$ cat src/rtl/stream_packer_pkg.sv
// Shared types and helpers for the stream packer output stage.
package stream_packer_pkg;

  typedef logic [7:0] byte_t;

  typedef enum logic [0:0] {
    ACCUM = 1'b0,
    TAIL  = 1'b1
  } pack_out_state_t;

  localparam int unsigned KEEP_MAX = 64;

  // Low-aligned keep mask with n ones; callers truncate to their lane count.
  function automatic logic [KEEP_MAX-1:0] keep_from_count(input int unsigned n);
    logic [KEEP_MAX-1:0] k;
    k = '0;
    for (int unsigned i = 0; i < KEEP_MAX; i++) begin
      if (i < n) k[i] = 1'b1;
    end
    return k;
  endfunction

endpackage

$ cat src/rtl/axis_pack_output_if.sv
// Packed AXI-Stream output bus of the stream packer.
interface axis_pack_output_if #(
  parameter int unsigned DWIDTH_OUT = 32
);
  localparam int unsigned N_BYTES_OUT = DWIDTH_OUT / 8;

  logic [DWIDTH_OUT-1:0]  packed_tdata;
  logic [N_BYTES_OUT-1:0] packed_tkeep;
  logic                   packed_tlast;
  logic                   packed_tvalid;
  logic                   packed_tready;

  modport master (
    output packed_tdata, packed_tkeep, packed_tlast, packed_tvalid,
    input  packed_tready
  );

  modport slave (
    input  packed_tdata, packed_tkeep, packed_tlast, packed_tvalid,
    output packed_tready
  );
endinterface

$ cat src/rtl/pack_byte_place.sv
// Scatters valid input lanes to residual positions r + in_bytes[i], merged over the residual.
module pack_byte_place
  import stream_packer_pkg::*;
#(
  parameter int unsigned N_BYTES_IN  = 4,
  parameter int unsigned N_BYTES_OUT = 4,
  parameter int unsigned C_IN        = 3,
  parameter int unsigned C_ACC       = 3
) (
  input  byte_t [N_BYTES_IN-1:0]            in_data,
  input  logic  [N_BYTES_IN-1:0][C_IN-1:0]  in_bytes,
  input  logic  [N_BYTES_IN-1:0]            in_valid,
  input  logic  [C_ACC-1:0]                 r,
  input  byte_t [2*N_BYTES_OUT-1:0]         resid,
  output byte_t [2*N_BYTES_OUT-1:0]         merged
);

  localparam int unsigned N_BUF = 2 * N_BYTES_OUT;

  logic [N_BYTES_IN-1:0][C_ACC-1:0] pos;

  always_comb begin
    merged = resid;
    pos    = '0;
    for (int unsigned i = 0; i < N_BYTES_IN; i++) begin
      pos[i] = r + C_ACC'(in_bytes[i]);
      if (in_valid[i] && (32'(pos[i]) < N_BUF)) merged[pos[i]] = in_data[i];
    end
  end

endmodule

$ cat src/rtl/axis_pack_output.sv
// Residual byte accumulator and dense AXI-Stream emitter of the stream packer.
// STREAM_PACKER_ZLP_EN: an accepted empty last beat emits a zero-length tlast beat.
module axis_pack_output
  import stream_packer_pkg::*;
#(
  parameter  int unsigned DWIDTH_IN   = 32,
  parameter  int unsigned DWIDTH_OUT  = 32,
  localparam int unsigned N_BYTES_IN  = DWIDTH_IN / 8,
  localparam int unsigned N_BYTES_OUT = DWIDTH_OUT / 8,
  localparam int unsigned C_IN        = $clog2(N_BYTES_IN + 1),
  localparam int unsigned C_ACC       = $clog2(2 * N_BYTES_OUT)
) (
  input  logic                            clk,
  input  logic                            rst_n,
  input  byte_t [N_BYTES_IN-1:0]          in_data,
  input  logic  [N_BYTES_IN-1:0][C_IN-1:0] in_bytes,
  input  logic  [C_IN-1:0]                in_total_bytes,
  input  logic  [N_BYTES_IN-1:0]          in_valid,
  input  logic                            in_last,
  output logic                            input_pause,
  output logic                            output_pause,
  axis_pack_output_if.master              pack_out
);

  localparam int unsigned N_BUF = 2 * N_BYTES_OUT;
  localparam logic [C_ACC-1:0] N_OUT = C_ACC'(N_BYTES_OUT);

  pack_out_state_t state, state_nxt;
  logic [C_ACC-1:0] r, r_nxt, s, emit_cnt;
  byte_t [N_BUF-1:0] resid, resid_nxt, merged, src;
  byte_t [N_BYTES_OUT-1:0] tdata_q, tdata_nxt;
  logic [N_BYTES_OUT-1:0] tkeep_q, tkeep_nxt;
  logic tlast_q, tlast_nxt, tvalid_q, tvalid_nxt;
  logic out_free, accept, emit, emit_last, shift;

  pack_byte_place #(
    .N_BYTES_IN (N_BYTES_IN),
    .N_BYTES_OUT(N_BYTES_OUT),
    .C_IN       (C_IN),
    .C_ACC      (C_ACC)
  ) u_place (
    .in_data (in_data),
    .in_bytes(in_bytes),
    .in_valid(in_valid),
    .r       (r),
    .resid   (resid),
    .merged  (merged)
  );

  assign out_free     = ~tvalid_q | pack_out.packed_tready;
  assign output_pause = ~out_free;
  assign input_pause  = (state == TAIL);
  assign accept       = ((|in_valid) | in_last) & (state == ACCUM) & out_free;
  assign s            = r + C_ACC'(in_total_bytes);

  assign pack_out.packed_tdata  = tdata_q;
  assign pack_out.packed_tkeep  = tkeep_q;
  assign pack_out.packed_tlast  = tlast_q;
  assign pack_out.packed_tvalid = tvalid_q;

  // Next-state, residual update and output-register load.
  always_comb begin
    state_nxt = state;
    r_nxt     = r;
    resid_nxt = resid;
    emit      = 1'b0;
    emit_cnt  = '0;
    emit_last = 1'b0;
    shift     = 1'b0;
    src       = merged;
    unique case (state)
      ACCUM: begin
        if (accept) begin
          if (!in_last) begin
            if (s < N_OUT) begin
              r_nxt     = s;
              resid_nxt = merged;
            end else begin
              emit     = 1'b1;
              emit_cnt = N_OUT;
              shift    = 1'b1;
              r_nxt    = s - N_OUT;
            end
          end else if (s == '0) begin
`ifdef STREAM_PACKER_ZLP_EN
            emit      = 1'b1;
            emit_last = 1'b1;
`endif
            r_nxt     = '0;
            resid_nxt = '0;
          end else if (s <= N_OUT) begin
            emit      = 1'b1;
            emit_cnt  = s;
            emit_last = 1'b1;
            r_nxt     = '0;
            resid_nxt = '0;
          end else begin
            emit      = 1'b1;
            emit_cnt  = N_OUT;
            shift     = 1'b1;
            r_nxt     = s - N_OUT;
            state_nxt = TAIL;
          end
        end
      end
      TAIL: begin
        // The input beat is held during the flush, so drain from the stored residual only.
        src = resid;
        if (out_free) begin
          emit      = 1'b1;
          emit_cnt  = r;
          emit_last = 1'b1;
          r_nxt     = '0;
          resid_nxt = '0;
          state_nxt = ACCUM;
        end
      end
      default: state_nxt = ACCUM;
    endcase

    if (shift) begin
      for (int unsigned b = 0; b < N_BYTES_OUT; b++) begin
        resid_nxt[b]               = merged[b + N_BYTES_OUT];
        resid_nxt[b + N_BYTES_OUT] = '0;
      end
    end

    tvalid_nxt = tvalid_q & ~pack_out.packed_tready;
    tdata_nxt  = tdata_q;
    tkeep_nxt  = tkeep_q;
    tlast_nxt  = tlast_q;
    if (emit) begin
      tvalid_nxt = 1'b1;
      tlast_nxt  = emit_last;
      tkeep_nxt  = N_BYTES_OUT'(keep_from_count(32'(emit_cnt)));
      for (int unsigned b = 0; b < N_BYTES_OUT; b++) begin
        tdata_nxt[b] = tkeep_nxt[b] ? src[b] : '0;
      end
    end
  end

  always_ff @(posedge clk or negedge rst_n) begin
    if (!rst_n) begin
      state    <= ACCUM;
      r        <= '0;
      resid    <= '0;
      tdata_q  <= '0;
      tkeep_q  <= '0;
      tlast_q  <= 1'b0;
      tvalid_q <= 1'b0;
    end else begin
      state    <= state_nxt;
      r        <= r_nxt;
      resid    <= resid_nxt;
      tdata_q  <= tdata_nxt;
      tkeep_q  <= tkeep_nxt;
      tlast_q  <= tlast_nxt;
      tvalid_q <= tvalid_nxt;
    end
  end

endmodule

$ cat src/flat_wrapper.sv
// flat-port wrapper written by rule: the top's interface ports become plain ports
module axis_pack_output_flat import stream_packer_pkg::*;
#(
  parameter  int unsigned DWIDTH_IN   = 32,
  parameter  int unsigned DWIDTH_OUT  = 32,
  localparam int unsigned N_BYTES_IN  = DWIDTH_IN / 8,
  localparam int unsigned N_BYTES_OUT = DWIDTH_OUT / 8,
  localparam int unsigned C_IN        = $clog2(N_BYTES_IN + 1),
  localparam int unsigned C_ACC       = $clog2(2 * N_BYTES_OUT)
)
  (clk, rst_n, in_data, in_bytes, in_total_bytes, in_valid, in_last, input_pause, output_pause, pack_out_packed_tdata, pack_out_packed_tkeep, pack_out_packed_tlast, pack_out_packed_tvalid, pack_out_packed_tready);
  axis_pack_output_if #(.DWIDTH_OUT(DWIDTH_OUT)) pack_out_i ();
  input  logic clk;
  input  logic rst_n;
  input  byte_t [N_BYTES_IN-1:0] in_data;
  input  logic  [N_BYTES_IN-1:0][C_IN-1:0] in_bytes;
  input  logic  [C_IN-1:0] in_total_bytes;
  input  logic  [N_BYTES_IN-1:0] in_valid;
  input  logic in_last;
  output logic input_pause;
  output logic output_pause;
  output wire logic [$bits(pack_out_i.packed_tdata)-1:0] pack_out_packed_tdata;
  output wire logic [$bits(pack_out_i.packed_tkeep)-1:0] pack_out_packed_tkeep;
  output wire logic [$bits(pack_out_i.packed_tlast)-1:0] pack_out_packed_tlast;
  output wire logic [$bits(pack_out_i.packed_tvalid)-1:0] pack_out_packed_tvalid;
  input wire logic [$bits(pack_out_i.packed_tready)-1:0] pack_out_packed_tready;
  assign pack_out_packed_tdata = pack_out_i.packed_tdata;
  assign pack_out_packed_tkeep = pack_out_i.packed_tkeep;
  assign pack_out_packed_tlast = pack_out_i.packed_tlast;
  assign pack_out_packed_tvalid = pack_out_i.packed_tvalid;
  assign pack_out_i.packed_tready = pack_out_packed_tready;
  axis_pack_output #(.DWIDTH_IN(DWIDTH_IN), .DWIDTH_OUT(DWIDTH_OUT)) u_core (.clk(clk), .rst_n(rst_n), .in_data(in_data), .in_bytes(in_bytes), .in_total_bytes(in_total_bytes), .in_valid(in_valid), .in_last(in_last), .input_pause(input_pause), .output_pause(output_pause), .pack_out(pack_out_i));
endmodule
$ cat config.mk
export PLATFORM = sky130hd
export DESIGN_NAME = axis_pack_output_flat
export DESIGN_NICKNAME = d
export VERILOG_FILES = /design/src/rtl/stream_packer_pkg.sv /design/src/rtl/axis_pack_output_if.sv /design/src/rtl/pack_byte_place.sv /design/src/rtl/axis_pack_output.sv /design/src/flat_wrapper.sv
export SDC_FILE = /design/constraint.sdc
export NUM_CORES = 1
export LEC_CHECK = 0
export CAP_MARGIN = 20
export CORE_UTILIZATION = 50
export DETAILED_ROUTE_END_ITERATION = 10
export PLACE_DENSITY = 0.76
export SLEW_MARGIN = 20
export SYNTH_ARGS = -nofsm -noshare
export SYNTH_HDL_FRONTEND = slang
export SYNTH_SLANG_ARGS = --single-unit
$ cat constraint.sdc
create_clock -name clk -period 3.6 [get_ports clk]
set_input_delay 0.36 -clock clk [delete_from_list [all_inputs] [get_ports clk]]
set_output_delay 0.36 -clock clk [all_outputs]
set_load 0.01 [all_outputs]
# [Word level (Yosys, flattened, before mapping)]
# Index checks and enable logic that the tools add are counted.
[word_totals] rom_bits=0 ram_bits=0 output_inout_bits=40 latch_bits=0 regBits=106 in_bits=55 word_cells=132 mem_count=0
[op_classes] reduce_logical=8 bitwise_logic=9 n_lt_le_gt_ge=14 n_eq_ne=6 addsub=6 mul=0 div=0 n_mux=72 shift=0
[op_table] cell="64-bit two-way mux" n=11
[op_table] cell="64-bit bitwise mux" n=4
[op_table] cell="64-bit one-hot mux with 2 select lines" n=1
[op_table] cell="8-bit demux with 3-bit select" n=4
[op_table] cell="8-bit two-way mux" n=8
[op_table] cell="3-bit two-way mux" n=12
[op_table] cell="32-bit two-way mux" n=1
[op_table] cell="1-bit two-way mux" n=26
[op_table] cell="3-bit by 4-bit < comparator with 1-bit output, second input constant" n=4
[op_table] cell="3-bit adder" n=5
[op_table] cell="3-bit by 1-bit >= comparator with 1-bit output, second input constant" n=4
[op_table] cell="3-bit one-hot mux with 2 select lines" n=2
[op_table] cell="1-bit by 3-bit < comparator with 1-bit output, first input constant" n=2
[op_table] cell="2-bit by 3-bit < comparator with 1-bit output, first input constant" n=2
[op_table] cell="1-bit one-hot mux with 2 select lines" n=3
[op_table] cell="5-bit by 4-bit inequality test with 1-bit output, second input constant" n=1
[op_table] cell="1-bit logical AND" n=4
[op_table] cell="4-bit by 3-bit inequality test with 1-bit output, second input constant" n=1
[op_table] cell="1-bit NOT" n=4
[op_table] cell="4-bit AND reduction" n=1
[op_table] cell="4-bit OR reduction" n=1
[op_table] cell="1-bit bitwise AND" n=3
[op_table] cell="3-bit <= comparator, second input constant" n=1
[op_table] cell="3-bit zero test" n=1
[op_table] cell="other kinds (8)" n=9

# [Depth between registers and ports, before layout]
[depth] depth_word=18 depth_mapped=13 mapped_depth_nobuf=12

# [Modules after synthesis]
# A second synthesis with hierarchy kept.
[unflattened] cells_unflattened=846 hier_area_um2=7886.3
[by_module_without_submodules] mod="axis_pack_output" area_per_inst_um2=4878.4 seq_area_each_um2=2652.5 n_inst=1 cells_per_inst=445
[by_module_without_submodules] mod="pack_byte_place" area_per_inst_um2=3007.9 seq_area_each_um2=0.0 n_inst=1 cells_per_inst=401

# [Least setup slack after synthesis]
# OpenSTA, ideal clock, no wires.
[synth_timing] kind="flip-flop to flip-flop" startpoint="register u_core.r[0]" endpoint="register u_core.tdata_q, in the netlist u_core.pack_out.packed_tdata[16]" required_ps=3534 stages_incl_launch_ff=13 arrival_ps=3333 slack_ps=201 period_less_slack_ps=3399 setup_ps=66 path_cell_list="dfrtp_1 -> ha_1 -> fa_1 -> xnor2_1 -> xnor2_1 -> inv_1 -> ha_1 -> nor2b_1 -> o21ai_0 -> o41a_1 -> or3_1 -> a21oi_2 -> a22o_1"
[synth_via] elab_chain_len=15
[synth_lines] item="start: declaration" line_no="axis_pack_output.sv:29" text="logic [C_ACC-1:0] r, r_nxt, s, emit_cnt;"
[synth_lines] item="start signal: assignment" line_no="axis_pack_output.sv:153" text="r <= r_nxt;"
[synth_lines] item="3-bit adder" line_no="pack_byte_place.sv:26" text="pos[i] = r + C_ACC'(in_bytes[i]);"
[synth_lines] item="3-bit by 4-bit < comparator with 1-bit output (not written as such) / 3-bit by 1-bit >= comparator with 1-bit output (equally long branches)" line_no="pack_byte_place.sv:27" text="if (in_valid[i] && (32'(pos[i]) < N_BUF)) merged[pos[i]] = in_data[i];"
[synth_lines] item="1-bit logical AND (not written as such)" line_no="pack_byte_place.sv:27"
[synth_lines] item="8-bit two-way mux (not written as such)" line_no="pack_byte_place.sv:27"
[synth_lines] item="8-bit demux with 3-bit select" line_no="pack_byte_place.sv:27"
[synth_lines] item="64-bit bitwise mux" line_no="pack_byte_place.sv:27"
[synth_lines] item="64-bit two-way mux" line_no="pack_byte_place.sv:27"
[synth_lines] item="64-bit bitwise mux" line_no="pack_byte_place.sv:27"
[synth_lines] item="64-bit two-way mux" line_no="pack_byte_place.sv:27"
[synth_lines] item="64-bit bitwise mux" line_no="pack_byte_place.sv:27"
[synth_lines] item="64-bit two-way mux" line_no="pack_byte_place.sv:27"
[synth_lines] item="64-bit bitwise mux" line_no="pack_byte_place.sv:27"
[synth_lines] item="64-bit two-way mux" line_no="pack_byte_place.sv:27"
[synth_lines] item="32-bit two-way mux" line_no="axis_pack_output.sv:71" text="unique case (state)"
[synth_lines] item="8-bit two-way mux" line_no="axis_pack_output.sv:137" text="tdata_nxt[b] = tkeep_nxt[b] ? src[b] : '0;"
[synth_lines] item="end signal: assignment" line_no="axis_pack_output.sv:155" text="tdata_q <= tdata_nxt;"
[synth_lines] item="end: declaration" line_no="axis_pack_output.sv:31" text="byte_t [N_BYTES_OUT-1:0] tdata_q, tdata_nxt;"
# Parallel ways exist; a longest one is shown, timed or not. The select of a mux whose other input is x is not followed.
# A chain may end at the register's enable or synchronous reset.

# [Worst setup path after layout]
[layout_timing] startpoint="register u_core.r[0]" endpoint="register u_core.tdata_q, in the netlist u_core.pack_out.packed_tdata[17]"
# The elaborated chain is that of the path after synthesis.

==> summary.txt <==
CP Max Fanout: 17
Total GRT Usage: 0.3468
Largest net degree at the start of global routing: 77
Tmin final: 3.386 ns
Initial antenna violation count: 1
Most common cell after layout, fill and taps aside: nand2_1
NumNets Final: 1046
Final Hold Viols: 0
#FFs+latches synth: 106
Global route total overflow: 0
Setup-failing EPs final: 0
Hold Path Class: in2async
CP delay by family, top: simple AND/OR/NAND/NOR gates
Clk Latency, worst-skew pair: 0.36 ns
Share of cells above drive strength 1: 0.07825
Synthesized area: 7776 µm²
Die ar.: 16060 µm²
CORE AREA: 15200 µm²
WP data required: 3.91 ns
WP data arrival: 3.69 ns
Crit. End Element: register
Critical Path Source: u_core.r[0]$_DFFE_PN0P_
Final max-slew violation count: 0
Synthesized netlist cell count: 901
Headroom to the max-slew limit: 0.4368
Power Density: 844.9 nW/µm²
Max clock buf depth: 2
Wire per inst: 23.37 µm
Vias in the first global route: 7184
Critical path class: reg2reg
Net Count, Synth: 968
Crit path buffers/inverters: 2
Drt pass-1 iters: 5
Hold slack final: 0.09621 ns
Detailed Place HPWL: 19380 µm
Die H: 126.7 µm
Max frequency: 295.3 MHz
Critical path's slowest cell: dfrtp_1
P_leak: 4.131 nW
Num rows: 45
Clk root buf: clkbuf_16
Tcrit/Tclk final: 0.9406
H-tree Lvls: 3
Routed Wire Length: 27410 µm
Maxcap violations: 0
CTS tree: done
Status: finished, final reports clean
Global-route wire length before repair: 42030 µm
Gpl congestion: 0.9976
Reg2reg start: u_core.r[0]$_DFFE_PN0P_
Syn avg cell area: 8.631 µm²
Critical path startpoint category: register
EDFF count, synth: 0
Distinct cell type count after synthesis: 54
Clock skew: 0.009568 ns
RSZ-0062 raised after global routing: false
Crit path largest cell delay: 0.64 ns
Io pins: 95
Worst-Margin Slew: 0.8448 ns
Sink Count: 106
Sum Neg Setup Slack: 0 ns
Most frequent cells in the layout: 113 x nand2_1, 105 x dfrtp_1, 93 x clkdlybuf4s50_1, 74 x o21ai_0, 64 x a22o_1
Port Buffers: 94
Via/cell ratio: 6.774
Top_reg_cell synth: dfrtp_1
DR vias: 7946
Post-route DRC: 0
Clk slew on worst S/H paths: 0.08 ns
Die X: 126.7 µm
Synthesis Warnings: 0
Iter 0 DRT Violations: 1146
Post-route ant nets: 0
Sequential area share after synthesis: 0.3411
Async SR Flop Fraction: 1.000
Num CTS Buffers: 9
CP Cell Sequence: ha_1 > inv_1 > fa_1 > inv_1 > nand3_1 > nand3_1 > a211oi_1 > o31ai_1 > a22o_1
Synth-to-layout area growth: 20.31%
Starting Density: 0.5115
Peak supply drop: 0.4421 mV
-- area by class of cell --
class | count | area [µm²]
Antenna cell | 1 | 2.502
Clock buffer | 9 | 225.2
Clock inverter | 7 | 83.83
Fill cell | 1328 | 5847
Inverter | 12 | 45.04
Multi-Input combinational cell | 710 | 4788
Sequential cell | 106 | 2654
Tap cell | 188 | 235.2
Timing Repair Buffer | 140 | 1321
-- report_power, final --
| group | internal, mW | switching, mW |
|---|---|---|
| registers | 1.59 | 0.305 |
| clock network | 0.550 | 0.490 |
| logic | 2.03 | 2.94 |
-- what timing repair did --
action | 4_1_cts | 5_1_grt
hold buffers | 0 | 0
gates resized for setup | 0 | 1
setup endpoints to repair | 0 | 4
setup buffers | 0 | 0
-- metal layers --
layer | GRT usage | vias up | share of wire
li1 | - | 3591 | -
met1 | 0.5003 | 3788 | 0.43
met2 | 0.5067 | 474 | 0.43
met3 | 0.07929 | 93 | 0.10
met4 | 0.1296 | 0 | 0.041
met5 | 0 | - | 0
-- path summary, 6_finish.rpt --
path                                                                      to  slack [ns]  depth (start not counted)
worst max-delay path            u_core.pack_out.packed_tdata[17]$_DFFE_PN0P_        0.21                          9
worst min-delay path            u_core.pack_out.packed_tdata[16]$_DFFE_PN0P_         0.1                          1
worst max register to register  u_core.pack_out.packed_tdata[17]$_DFFE_PN0P_        0.21                          9
worst min register to register   u_core.pack_out.packed_tkeep[1]$_DFFE_PN0P_        0.47                          1
max in group asynchronous                       u_core.resid[60]$_DFFE_PN0P_        2.62                          2
min in group clk                 u_core.pack_out.packed_tkeep[1]$_DFFE_PN0P_        0.47                          1
-- flip-flops by register name, summed over array words and instances, names as in the netlist --
| signal | count |
|---|---|
| u_core.r | 3 |
| u_core.resid | 64 |
| u_core.pack_out.packed_tvalid | 1 |
| u_core.pack_out.packed_tkeep | 4 |
| u_core.pack_out.packed_tlast | 1 |
| u_core.pack_out.packed_tdata | 32 |
| u_core.input_pause | 1 |
-- synth_stat cells (16+ instances only) --
cell type / number / share of area
nand2_1: 113 / 0.055
o31ai_1: 18 / 0.017
a2bb2oi_1: 17 / 0.019
a221o_1: 24 / 0.031
a21oi_1: 50 / 0.032
nor2_1: 54 / 0.026
buf_1: 17 / 0.0082
or3_1: 16 / 0.013
nand3_1: 20 / 0.013
mux2i_1: 56 / 0.072
a22oi_1: 24 / 0.023
nor3_1: 40 / 0.026
dfrtp_1: 106 / 0.34
o311ai_0: 16 / 0.018
or4_1: 17 / 0.016
o21ai_0: 74 / 0.048
a22o_1: 64 / 0.072
clkbuf_1: 45 / 0.022
-- through the flow --
step	util	cell area (µm²)	power [mW]	std cells	setup WS, ns
floorplan	-	7776	5.144	901	0.2007
finish	0.6154	9355	7.904	1173	0.2138
detailed placement	0.5946	9039	6.736	1156	0.0002460
global placement	0.5946	9039	6.652	1156	0.05218
CTS	0.6149	9348	7.793	1172	0.1561
global route	0.6152	9353	8.408	1172	0.03827
-- kinds of logic (layout without fill, tap and decap cells) --
group,count (synthesis),in the layout,share of synthesized area
fa+ha+maj,12,12,0.02414
other cells,0,1,0
flops,106,106,0.3411
compound gates,324,324,0.2985
mux,57,57,0.07353
xor+xnor,10,10,0.02607
simple gates,307,307,0.1915
buf+inv,85,168,0.04521
Power figures use the tool's default switching activity.
==> patch, RTL diff (same flow settings) <==
`DWIDTH_OUT` is set to 32 in 3 places; all go to 64.
--- a/src/rtl/axis_pack_output_if.sv
+++ b/src/rtl/axis_pack_output_if.sv
@@ -1,6 +1,6 @@
 // Packed AXI-Stream output bus of the stream packer.
 interface axis_pack_output_if #(
-  parameter int unsigned DWIDTH_OUT = 32
+  parameter int unsigned DWIDTH_OUT = 64
 );
   localparam int unsigned N_BYTES_OUT = DWIDTH_OUT / 8;
 
--- a/src/rtl/axis_pack_output.sv
+++ b/src/rtl/axis_pack_output.sv
@@ -4,7 +4,7 @@
   import stream_packer_pkg::*;
 #(
   parameter  int unsigned DWIDTH_IN   = 32,
-  parameter  int unsigned DWIDTH_OUT  = 32,
+  parameter  int unsigned DWIDTH_OUT  = 64,
   localparam int unsigned N_BYTES_IN  = DWIDTH_IN / 8,
   localparam int unsigned N_BYTES_OUT = DWIDTH_OUT / 8,
   localparam int unsigned C_IN        = $clog2(N_BYTES_IN + 1),
--- a/src/flat_wrapper.sv
+++ b/src/flat_wrapper.sv
@@ -2,7 +2,7 @@
 module axis_pack_output_flat import stream_packer_pkg::*;
 #(
   parameter  int unsigned DWIDTH_IN   = 32,
-  parameter  int unsigned DWIDTH_OUT  = 32,
+  parameter  int unsigned DWIDTH_OUT  = 64,
   localparam int unsigned N_BYTES_IN  = DWIDTH_IN / 8,
   localparam int unsigned N_BYTES_OUT = DWIDTH_OUT / 8,
   localparam int unsigned C_IN        = $clog2(N_BYTES_IN + 1),
Ports: changed (resized pack_out_packed_tdata and pack_out_packed_tkeep); port bits go from 95 to 131. No check against the original RTL was run, so the function may have changed too.
==> patch against the original RTL <==
- sequential share of layout area is 0.21 points lower
- design area is 97% higher
- via count is 110% higher
- clock power is 150% higher
- sequential cell count is 101 higher
- sequential power is 88% higher
- setup slack worse by 0.10 ns
- wire length is 130% higher
- synthesized cell count is 96% higher
- total power is 84% higher
- maximum frequency is 2.9% lower
- synthesized area is 91% higher
- largest cell class unchanged
==> patch: results (changes against the original RTL) <==
outcome: finished, final reports clean
share of cells above drive strength 1: 15.0% (+7.2 points)
Slowest cell on crit path: xnor2_1
top cells by area, synth: dfrtp_1 (35%), nand2_1 (7.6%), mux2i_1 (7.1%), o221ai_1 (5.3%), nor2_1 (3.4%)
multi-input combinational area share: 48.5% (-2.7 points)
Non-Clock Buffer Area Fraction: 15.5% (+1.4 points)
Clock H-tree levels: 1 (-2)
r2r setup slk: 0.11 ns (-0.10 ns)
routability cong.: 1.04 (+3.9%)
wire length per cell: 26.5 um (+13%)
Yosys cell types: 87 (+61%)
sequential power share: 24.5% (+0.6 points)
Worst R2R End: u_core.resid[21]
global-route wire length before repair: 93.8 mm (+120%)
leakage: 8.00 nW (+94%)
worst-case clock buffer depth: 3 (+1)
Syn Inst Count: 1,770 (+96%)
Nets: 2,004 (+92%)
IO Port Bufs: 130 (+38%)
gr usage total: 40.2% (+5.5 points)
Synth Area in XOR/XNOR: 0.648% (-2.0 points)
Max FO, Critical Path: 9 (-8)
crit-path leading delay family: adder cells
Post-Synth Adder-Cell Area: 1.94% (-0.48 points)
first-pass iteration count of the detailed router: 9 (+4)
peak supply drop: 0.523 mV (+18%)
Worst EP arrival: 3.88 ns (+0.19 ns)
Non-clk invs: 41 (+29)
Clock Pin Slew Worst Setup and Hold Paths: 0.06 ns (-0.02 ns)
ClkCell Share: 4.41% (+1.1 points)
WL final: 61.8 mm (+130%)
# clk buffers: 30 (+21)
dpl cells: 2,285 (+98%)
multiplexer share of the synthesized area: 7.07% (-0.29 points)
sequential share of the synthesized area: 34.8% (+0.72 points)
Commonest cells post-synth: nand2_1 (300), dfrtp_1 (207), nor2_1 (135), clkbuf_1 (129), mux2i_1 (105)
Detailed Place HPWL: 41.9 mm (+120%)
vias in the first global route: 15,972 (+120%)
fillcell total: 2,490 (+88%)
bufs w/o clock: 301 (+110%)
skew final: 0.0134 ns (+0.00388 ns)
Comb power frac: 57.8% (-5.1 points)
TritonCTS buffer count: 25 (+16)
sw power: 6.46 mW (+73%)
Cell Pwr Density: 788 mW/mm2 (-6.7%)
Worst-Margin Slew: 1.21 ns (+0.370 ns)
initial antenna violation count: 2 (+1)
Seq/total area: 28.2% (-0.21 points)
vias per cell: 7.04 (+3.9%)
-- patch: cell count changes after synthesis, sizes merged, moves of 84 or more --
cell | unedited run | this run
nand2 | 113 | 300
nor2 | 54 | 139
dfrtp | 106 | 207
o221ai | 8 | 94
clkbuf | 46 | 130
-- patch: metal layers --
metal	share of wire, %	vias up	GRT usage, %
met2	43	1260	60.2
met1	36	7791	50.2
met3	13	349	10.7
li1	-	7001	-
met4	8.1	2	28.7
met5	0.11	-	0
-- patch: stage by stage --
| stage | cell area [um2] | worst slack (ns) | hold WS [ns] |
|---|---|---|---|
| final | 18400 | 0.114 | 0.426 |
| after global routing | 18400 | 0.0490 | 0.495 |
| after CTS | 18400 | 0.167 | 0.459 |
| after detailed placement | 17600 | -0.0716 | 0.464 |
| after global placement | 17600 | 0.0603 | 0.458 |
| after floorplan | 14900 | 0.448 | 0.0644 |
